**config.mk**
```make
export PLATFORM = sky130hd
export DESIGN_NAME = flopr_pipe_flat
export DESIGN_NICKNAME = d
export VERILOG_FILES = /design/src/rtl/flopr_pipe_if.sv /design/src/rtl/flopr_pipe.sv /design/src/flat_wrapper.sv
export SDC_FILE = /design/constraint.sdc
export NUM_CORES = 1
export LEC_CHECK = 0
export CAP_MARGIN = 0
export CORE_AREA = 2 2 39 41
export DETAILED_ROUTE_END_ITERATION = 16
export DIE_AREA = 0 0 41 43
export REMOVE_ABC_BUFFERS = 1
export SETUP_SLACK_MARGIN = 0.2
export SLEW_MARGIN = 20
export SYNTH_ARGS = -nofsm -noshare
export SYNTH_HDL_FRONTEND = slang
export SYNTH_SLANG_ARGS = --single-unit
```
**constraint.sdc**
```tcl
create_clock -name i_clk -period 2.1 [get_ports i_clk]
set_clock_uncertainty 0.2 [all_clocks]
set_input_delay 0.42 -clock i_clk [delete_from_list [all_inputs] [get_ports i_clk]]
set_output_delay 0.42 -clock i_clk [all_outputs]
set_load 0.01 [all_outputs]
```
**src/rtl/flopr_pipe_if.sv**
```systemverilog
// flopr_pipe_if: producer/consumer handshake bundle for flopr_pipe.
// The master drives upstream data and downstream ready. The pipeline is the slave.
interface flopr_pipe_if #(
   parameter int unsigned WIDTH = 4
);
   logic             i_flush;
   logic             i_valid;
   logic             o_ready;
   logic [WIDTH-1:0] i_d;
   logic             o_valid;
   logic             i_ready;
   logic [WIDTH-1:0] o_q;

   modport master (
      output i_flush, i_valid, i_d, i_ready,
      input  o_ready, o_valid, o_q
   );

   modport slave (
      input  i_flush, i_valid, i_d, i_ready,
      output o_ready, o_valid, o_q
   );
endinterface

```
**src/rtl/flopr_pipe.sv**
```systemverilog
// flopr_pipe: elastic DEPTH-stage resettable register pipeline with valid/ready and flush.
// Define FLOPR_PIPE_COUNT_EN to add the registered o_count occupancy output.
module flopr_pipe #(
   parameter int unsigned      WIDTH   = 4,
   parameter int unsigned      DEPTH   = 2,
   parameter logic [WIDTH-1:0] RST_VAL = '0
) (
   input  logic                       i_clk,
   input  logic                       i_reset_n,
`ifdef FLOPR_PIPE_COUNT_EN
   output logic [$clog2(DEPTH+1)-1:0] o_count,
`endif
   flopr_pipe_if.slave                bus
);

   logic [DEPTH-1:0] vld_p;
   logic [WIDTH-1:0] dat_p   [DEPTH];
   logic [DEPTH-1:0] stage_rdy;
   logic [DEPTH-1:0] src_vld;
   logic [WIDTH-1:0] src_dat [DEPTH];
   logic             tail_full;

   // A stage can load when it or any stage downstream of it has room, or the consumer drains
   always_comb begin
      tail_full = 1'b1;
      stage_rdy = '0;
      for (int k = int'(DEPTH) - 1; k >= 0; k--) begin
         tail_full    = tail_full & vld_p[k];
         stage_rdy[k] = bus.i_ready | ~tail_full;
      end
   end

   always_comb begin
      src_vld[0] = bus.i_valid;
      src_dat[0] = bus.i_d;
      for (int k = 1; k < int'(DEPTH); k++) begin
         src_vld[k] = vld_p[k-1];
         src_dat[k] = dat_p[k-1];
      end
   end

   // Stage registers: valids are cleared by flush, data only moves with a valid word
   always_ff @(posedge i_clk or negedge i_reset_n) begin
      if (!i_reset_n) begin
         vld_p <= '0;
      end else if (bus.i_flush) begin
         vld_p <= '0;
      end else begin
         for (int k = 0; k < int'(DEPTH); k++) begin
            if (stage_rdy[k]) begin
               vld_p[k] <= src_vld[k];
            end
         end
      end
   end

   always_ff @(posedge i_clk or negedge i_reset_n) begin
      if (!i_reset_n) begin
         for (int k = 0; k < int'(DEPTH); k++) begin
            dat_p[k] <= RST_VAL;
         end
      end else if (!bus.i_flush) begin
         for (int k = 0; k < int'(DEPTH); k++) begin
            if (stage_rdy[k] && src_vld[k]) begin
               dat_p[k] <= src_dat[k];
            end
         end
      end
   end

   assign bus.o_valid = vld_p[DEPTH-1];
   assign bus.o_q     = dat_p[DEPTH-1];
   assign bus.o_ready = stage_rdy[0] & ~bus.i_flush;

`ifdef FLOPR_PIPE_COUNT_EN
   localparam int unsigned CNT_W = $clog2(DEPTH + 1);

   logic             in_xfer;
   logic             out_xfer;
   logic [CNT_W-1:0] count_q;

   assign in_xfer  = bus.i_valid & bus.o_ready;
   assign out_xfer = bus.o_valid & bus.i_ready;

   // Occupancy tracks the number of set stage valids after each edge
   always_ff @(posedge i_clk or negedge i_reset_n) begin
      if (!i_reset_n) begin
         count_q <= '0;
      end else if (bus.i_flush) begin
         count_q <= '0;
      end else if (in_xfer && !out_xfer) begin
         count_q <= count_q + 1'b1;
      end else if (out_xfer && !in_xfer) begin
         count_q <= count_q - 1'b1;
      end
   end

   assign o_count = count_q;

   always_ff @(posedge i_clk) begin
      if (i_reset_n) begin
         assert (int'(count_q) == $countones(vld_p))
           else $error("occupancy count disagrees with stage valids");
      end
   end
`endif

endmodule

```
**src/flat_wrapper.sv**
```systemverilog
// flat-port wrapper written by rule: the top's interface ports become plain ports
module flopr_pipe_flat 
#(
   parameter int unsigned      WIDTH   = 4,
   parameter int unsigned      DEPTH   = 2,
   parameter logic [WIDTH-1:0] RST_VAL = '0
)
  (i_clk, i_reset_n, bus_i_flush, bus_i_valid, bus_i_d, bus_i_ready, bus_o_ready, bus_o_valid, bus_o_q);
  flopr_pipe_if #(.WIDTH(WIDTH)) bus_i ();
  input  logic i_clk;
  input  logic i_reset_n;
  input wire logic [$bits(bus_i.i_flush)-1:0] bus_i_flush;
  input wire logic [$bits(bus_i.i_valid)-1:0] bus_i_valid;
  input wire logic [$bits(bus_i.i_d)-1:0] bus_i_d;
  input wire logic [$bits(bus_i.i_ready)-1:0] bus_i_ready;
  output wire logic [$bits(bus_i.o_ready)-1:0] bus_o_ready;
  output wire logic [$bits(bus_i.o_valid)-1:0] bus_o_valid;
  output wire logic [$bits(bus_i.o_q)-1:0] bus_o_q;
  assign bus_i.i_flush = bus_i_flush;
  assign bus_i.i_valid = bus_i_valid;
  assign bus_i.i_d = bus_i_d;
  assign bus_i.i_ready = bus_i_ready;
  assign bus_o_ready = bus_i.o_ready;
  assign bus_o_valid = bus_i.o_valid;
  assign bus_o_q = bus_i.o_q;
  flopr_pipe #(.WIDTH(WIDTH), .DEPTH(DEPTH), .RST_VAL(RST_VAL)) u_core (.i_clk(i_clk), .i_reset_n(i_reset_n), .bus(bus_i));
endmodule
```
==> metrics, run 1 <==
outcome=finished, final reports clean; reg2reg end=u_core.dat_p[7]; cells after synthesis=31; RePlAce Congestion=0.639; Die Y=between 40 and 50 um; CP max FO=4; worst vdd ir=between 300 and 400 uV; core area=about 1400 um^2; final count of negative-setup-slack endpoints=0; clock latency at the later pin of the worst-skew pair=~0.26 ns; clock-pin transition on the worst setup and hold timing paths=0.06 ns; Slew Limit Fails=0; Leak=0.000294 uW; Starting Density=32.1%; Worst Path Required=2.04 ns; vias in the first global route=between 300 and 400; post-detailed-route count of antenna-violating nets=0; Area after DPL=597 um^2; initial antenna violation count=0; CTS Buffer Depth=2; Yosys top cell area share=a little under three fifths; clock root buffer=clkbuf_4; NumNets Final=58; post-synth top area cell=dfrtp_1; total congestion overflow=0; commonest non-fill, non-tap cells in the layout=clkdlybuf4s50_1, dfrtp_1, nor2_1; first-pass GRT wire length=about 1300 um; Tcrit/Tclk final=between 80% and 90%; Worst Tran Pin Value=between 0.4 and 0.5 ns; vias per inst=4.39; Yosys cell types=9; total number of vias=approximately 280; final WL=a little under 800 um; CTS tree=yes; Synth Warn #=0; Worst R2R Start=u_core.vld_p[0]; die width=roughly 40 um; grt met2 use=between 10% and 20%; min Tclk post-route=around 1.8 ns; per-cell routed wire length=between 10 and 15 um; Most Crowded Layer GR=met2; HP Class=primary input to asynchronous set/reset pin; full die area=~1800 um^2; clock sink count=10; syn avg cell area=~14 um^2; PortBufs=14; R2R depth=4; setup TNS=0 ns; Worst EP arrival=between 1.5 and 2 ns; hold_buf cts=0; Pwr per Cell Area=slightly below 900 nW/um^2; CP Capture Type=flop; met1 GRT Util=12.2%; Area contributors post-synth=dfrtp_1, mux2_4, mux2_2, buf_4, nor2_1; initial drt markers=0; fillers=130; diode count=0; DRC viols=0; detailed-router iteration count before antenna repair=1; crit start category=flop; Min Hold Slack=0.280 ns; Global Route Usage Sum=between 10% and 20%; FMAX=approximately 560 MHz; Mapped Area=~440 um^2; commonest non-fill, non-tap cell in the layout=clkdlybuf4s50_1; max cap viols=0; largest net degree at the start of global routing=11; final instance area=between 600 and 700 um^2; GR Util met3=4.71%; FF+latch count, synth=10; fraction of layout cells with a size suffix above 1=37.5%; RSZ-0062 raised after global routing=no; DP Wirelength=644 um; H-tree Lvls=1; row count=14; sequential fraction of the synthesis area=a little under three fifths; Final Util=a little under half; IO Count=15; Rel. slew slack=~70%; total CTS buffers=3; Crit Path Category=flop to flop; Hold Fails Final Rpt=0; Area Overhead vs Synth=41.1%; flop-to-flop setup slack=0.31 ns
[worst max-delay path, cell delays in order (launching register included)]
cell and delay (ns):
dfrtp_1 0.39, and3b_1 0.20, buf_4 0.14, or3b_4 0.43, mux2_4 0.31
[power by group]
group          internal, uW  total (uW)  leakage [uW]  switching (uW)
clock network           105         166     0.0000210            61.2
logic                  94.3         138      0.000152            43.9
registers               230         248      0.000121            17.8
[layer usage]
| layer | vias to the layer above | share of wire (%) |
|---|---|---|
| li1 | 135 | - |
| met1 | 135 | 35 |
| met3 | 2 | 7.0 |
| met4 | 0 | 0.50 |
| met5 | - | 0 |
| met2 | 9 | 57 |
[kinds of logic after synthesis]
| group | after synthesis | synth area share (%) |
|---|---|---|
| DFF | 10 | 56.3 |
| muxes | 8 | 23.7 |
| and+or+nand+nor | 9 | 13.2 |
| buffers and inverters | 4 | 6.76 |
[sequential cells by signal (all words and copies together), names as in the netlist]
| register | cells |
|---|---|
| u_core.bus.o_q | 4 |
| u_core.vld_p | 2 |
| u_core.dat_p | 4 |
[metrics by stage]
stage,power (uW),worst slack [ns],cells
after floorplan,310,0.472,27
after global placement,388,-0.194,60
after CTS,564,0.300,64
after detailed placement,394,-0.224,60
final,552,0.311,64
after global routing,585,0.264,64
[worst max-delay path by stage]
stage                      end       startpoint  slack [ns]  depth (start not counted)
6_report       u_core.dat_p[7]  u_core.vld_p[0]        0.31                          4
2_1_floorplan  u_core.dat_p[4]      bus_i_ready        0.47                          3
5_1_grt        u_core.dat_p[4]  u_core.vld_p[0]        0.26                          4
3_5_place_dp       bus_o_ready      bus_i_ready       -0.22                          4
3_3_place_gp       bus_o_ready      bus_i_ready       -0.19                          4
4_1_cts        u_core.dat_p[7]  u_core.vld_p[0]        0.30                          4
[cell usage after synthesis]
| library cell | count |
|---|---|
| and3b_1 | 1 |
| mux2_4 | 4 |
| nor2_1 | 5 |
| buf_4 | 4 |
| and2b_1 | 1 |
| mux2_2 | 4 |
| dfrtp_1 | 10 |
| or3b_4 | 1 |
| nor3b_2 | 1 |
[final cells by class]
| type | instances | area (um^2) | share of cell area (%) |
|---|---|---|---|
| Sequential cell | 10 | 250 | 39.9 |
| Clock buffer | 4 | 36.3 | 5.79 |
| Timing Repair Buffer | 17 | 156 | 25.0 |
| Tap cell | 16 | 20.0 | 3.19 |
| Multi-Input combinational cell | 17 | 164 | 26.1 |
[timing repair]
| item | in CTS | in global routing |
|---|---|---|
| setup endpoints to repair | 5 | 0 |
| gates resized for setup | 5 | 0 |
| setup buffers | 0 | 0 |
Power figures use the tool's default switching activity.
==> run 2: changes to the inputs <==
ABC_CLOCK_PERIOD_IN_PS = 2100   (was not set)
==> results of run 2 <==
No change in the layout: final DEF, timing and power equal those of run 1.
==> run 3: changes to the inputs <==
==> constraint.sdc (replaced) <==
create_clock -name i_clk -period 2.1 [get_ports i_clk]
set_clock_uncertainty 0.2 [all_clocks]
set_input_delay 0.21 -clock i_clk [delete_from_list [all_inputs] [get_ports i_clk]]
set_output_delay 0.21 -clock i_clk [all_outputs]
set_load 0.01 [all_outputs]
==> metrics, run 3 (same netlist as run 1, synthesis figures left out) <==
outcome=finished, final reports clean (unchanged); total CTS buffers=3 (unchanged); vias per inst=4.48 (was 4.39); Worst R2R Start=u_core.vld_p[0] (unchanged); per-cell routed wire length=13.8 um (was 12.4 um); largest net degree at the start of global routing=11 (unchanged); Hold Fails Final Rpt=0 (unchanged); CP max stage cell=or3b_4 (unchanged); commonest non-fill, non-tap cells in the layout=clkdlybuf4s50_1, dfrtp_1, nor2_1 (unchanged); Worst EP arrival=1.63 ns (was 1.73 ns); Area Overhead vs Synth=37.2% (was 41.1%); vias in the first global route=297 (was 304); Critical Path Sink=u_core.dat_p[4] (was u_core.dat_p[7]); sequential share of power=44.6% (was 44.8%); Storage cell area=250 um^2 (unchanged); fraction of layout cells with a size suffix above 1=31.1% (was 37.5%); CP Capture Type=flop (unchanged); max cap viols=0 (unchanged); first-pass GRT wire length=1320 um (was 1300 um); clock root buffer=clkbuf_4 (unchanged); row count=14 (unchanged); Slew Limit Fails=0 (unchanged); post-detailed-route count of antenna-violating nets=0 (unchanged); Worst Path Required=2.05 ns (was 2.04 ns); IO Count=15 (unchanged); Most Crowded Layer GR=met2 (unchanged); Worst Setup SP=u_core.vld_p[0] (unchanged); FMAX=595 MHz (was 559 MHz); Starting Density=32.1% (unchanged); RSZ-0062 raised after global routing=no (unchanged); die width=41 um (unchanged); worst vdd ir=459 uV (was 371 uV); detailed-router iteration count before antenna repair=1 (unchanged); met1 GRT Util=12.5% (was 12.2%); Die Y=43 um (unchanged); Pwr per Cell Area=909 nW/um^2 (was 881 nW/um^2); initial drt markers=0 (unchanged); fillers=132 (was 130); GR Util met3=6.28% (was 4.71%); Tot Pwr=554 uW (was 552 uW); clock sink count=10 (unchanged); switching power=126 uW (was 123 uW); flop-to-flop setup slack=0.42 ns (was 0.31 ns); Setup Buffers After CTS=0 (unchanged); final worst slack=0.419 ns (was 0.311 ns); clock-pin transition on the worst setup and hold timing paths=0.06 ns (about the same); CTS Buffer Depth=2 (unchanged); Global Route Usage Sum=12.7% (was 11.8%); Rel. slew slack=69.5% (was 69.1%); switch share=22.7% (was 22.3%); clock latency at the later pin of the worst-skew pair=0.26 ns (about the same); Leak=0.000278 uW (was 0.000294 uW); commonest non-fill, non-tap cell in the layout=clkdlybuf4s50_1 (unchanged); Min Hold Slack=0.0620 ns (was 0.280 ns); diode count=0 (unchanged); min Tclk post-route=1.68 ns (was 1.79 ns); Final Util=44.0% (was 45.3%); initial antenna violation count=0 (unchanged); pre-CTS setup slack=0.116 ns (was -0.224 ns); HP Class=primary input to asynchronous set/reset pin (unchanged); total congestion overflow=0 (unchanged); PortBufs=14 (unchanged); Worst Tran Pin Value=0.456 ns (was 0.462 ns); H-tree Lvls=1 (unchanged); DRC viols=0 (unchanged); total number of vias=273 (was 281); full die area=1760 um^2 (unchanged); Internal=428 uW (was 429 uW); final count of negative-setup-slack endpoints=0 (unchanged); setup TNS=0 ns (unchanged); grt met2 use=19.7% (was 18.4%); combinational fraction of design power=24.7% (was 25.0%); Crit Path Category=flop to flop (unchanged); reg2reg end=u_core.dat_p[4] (was u_core.dat_p[7]); Tcrit/Tclk final=80.1% (was 85.2%); NumNets Final=55 (was 58); CTS tree=yes (unchanged); Max stage delay on crit path=0.44 ns (was 0.43 ns); crit-path cells=and3b_1, or3b_4, mux2_4 (was and3b_1, buf_4, or3b_4, mux2_4); core area=1380 um^2 (unchanged); CP max FO=4 (unchanged); multi-input combinational cell area=164 um^2 (unchanged); crit start category=flop (unchanged); final WL=842 um (was 796 um); R2R depth=3 (was 4); RePlAce Congestion=0.645 (was 0.639); Clock power frac=30.6% (was 30.1%)
run 3: per-layer routing:
layer / share of wire [%] / vias to the layer above
met3: 5.5 / 2
li1: - / 129
met1: 41 / 131
met5: 0 / -
met4: 1.1 / 0
met2: 52 / 11
run 3: power by group through the flow:
| stage | combinational [uW] | sequential, uW | clock [uW] |
|---|---|---|---|
| floorplan | 48.9 | 261 | 0 |
| global placement | 136 | 250 | 0 |
| detailed placement | 140 | 252 | 0 |
| CTS | 140 | 248 | 179 |
| global route | 148 | 253 | 189 |
| finish | 137 | 247 | 170 |
run 3: worst max-delay path: cells and delay by family, from the launching register on:
family / cells / cell delay, ns
flip-flops: 1 / 0.40
multiplexers: 1 / 0.31
AND/OR/NAND/NOR: 2 / 0.66
run 3: worst min path at each step:
stage / cells after the start / endpoint / slack [ns] / startpoint
after floorplan: 0 / u_core.bus.o_q[0] / -0.29 / i_reset_n
after global placement: 2 / u_core.vld_p[1] / 0.29 / u_core.vld_p[0]
after detailed placement: 1 / u_core.dat_p[5] / 0.30 / u_core.dat_p[5]
after CTS: 1 / u_core.bus.o_q[3] / 0.06 / i_reset_n
after global routing: 1 / u_core.bus.o_q[3] / 0.09 / i_reset_n
final: 1 / u_core.bus.o_q[3] / 0.06 / i_reset_n
run 3: through the flow:
stage	instance area, um^2	cells
4_1_cts	609	61
3_5_place_dp	574	57
6_report	609	61
3_3_place_gp	574	57
5_1_grt	609	61
2_1_floorplan	414	27
run 3: what timing repair did:
item | in CTS | in global routing
setup endpoints to repair | 1 | 0
gates resized for setup | 1 | 0
hold buffers | 0 | 0
run 3: area by class of cell:
type | count | area share, %
Multi-Input combinational cell | 17 | 26.9
Timing Repair Buffer | 14 | 22.8
Sequential cell | 10 | 41.1
Clock buffer | 4 | 5.95
Tap cell | 16 | 3.29
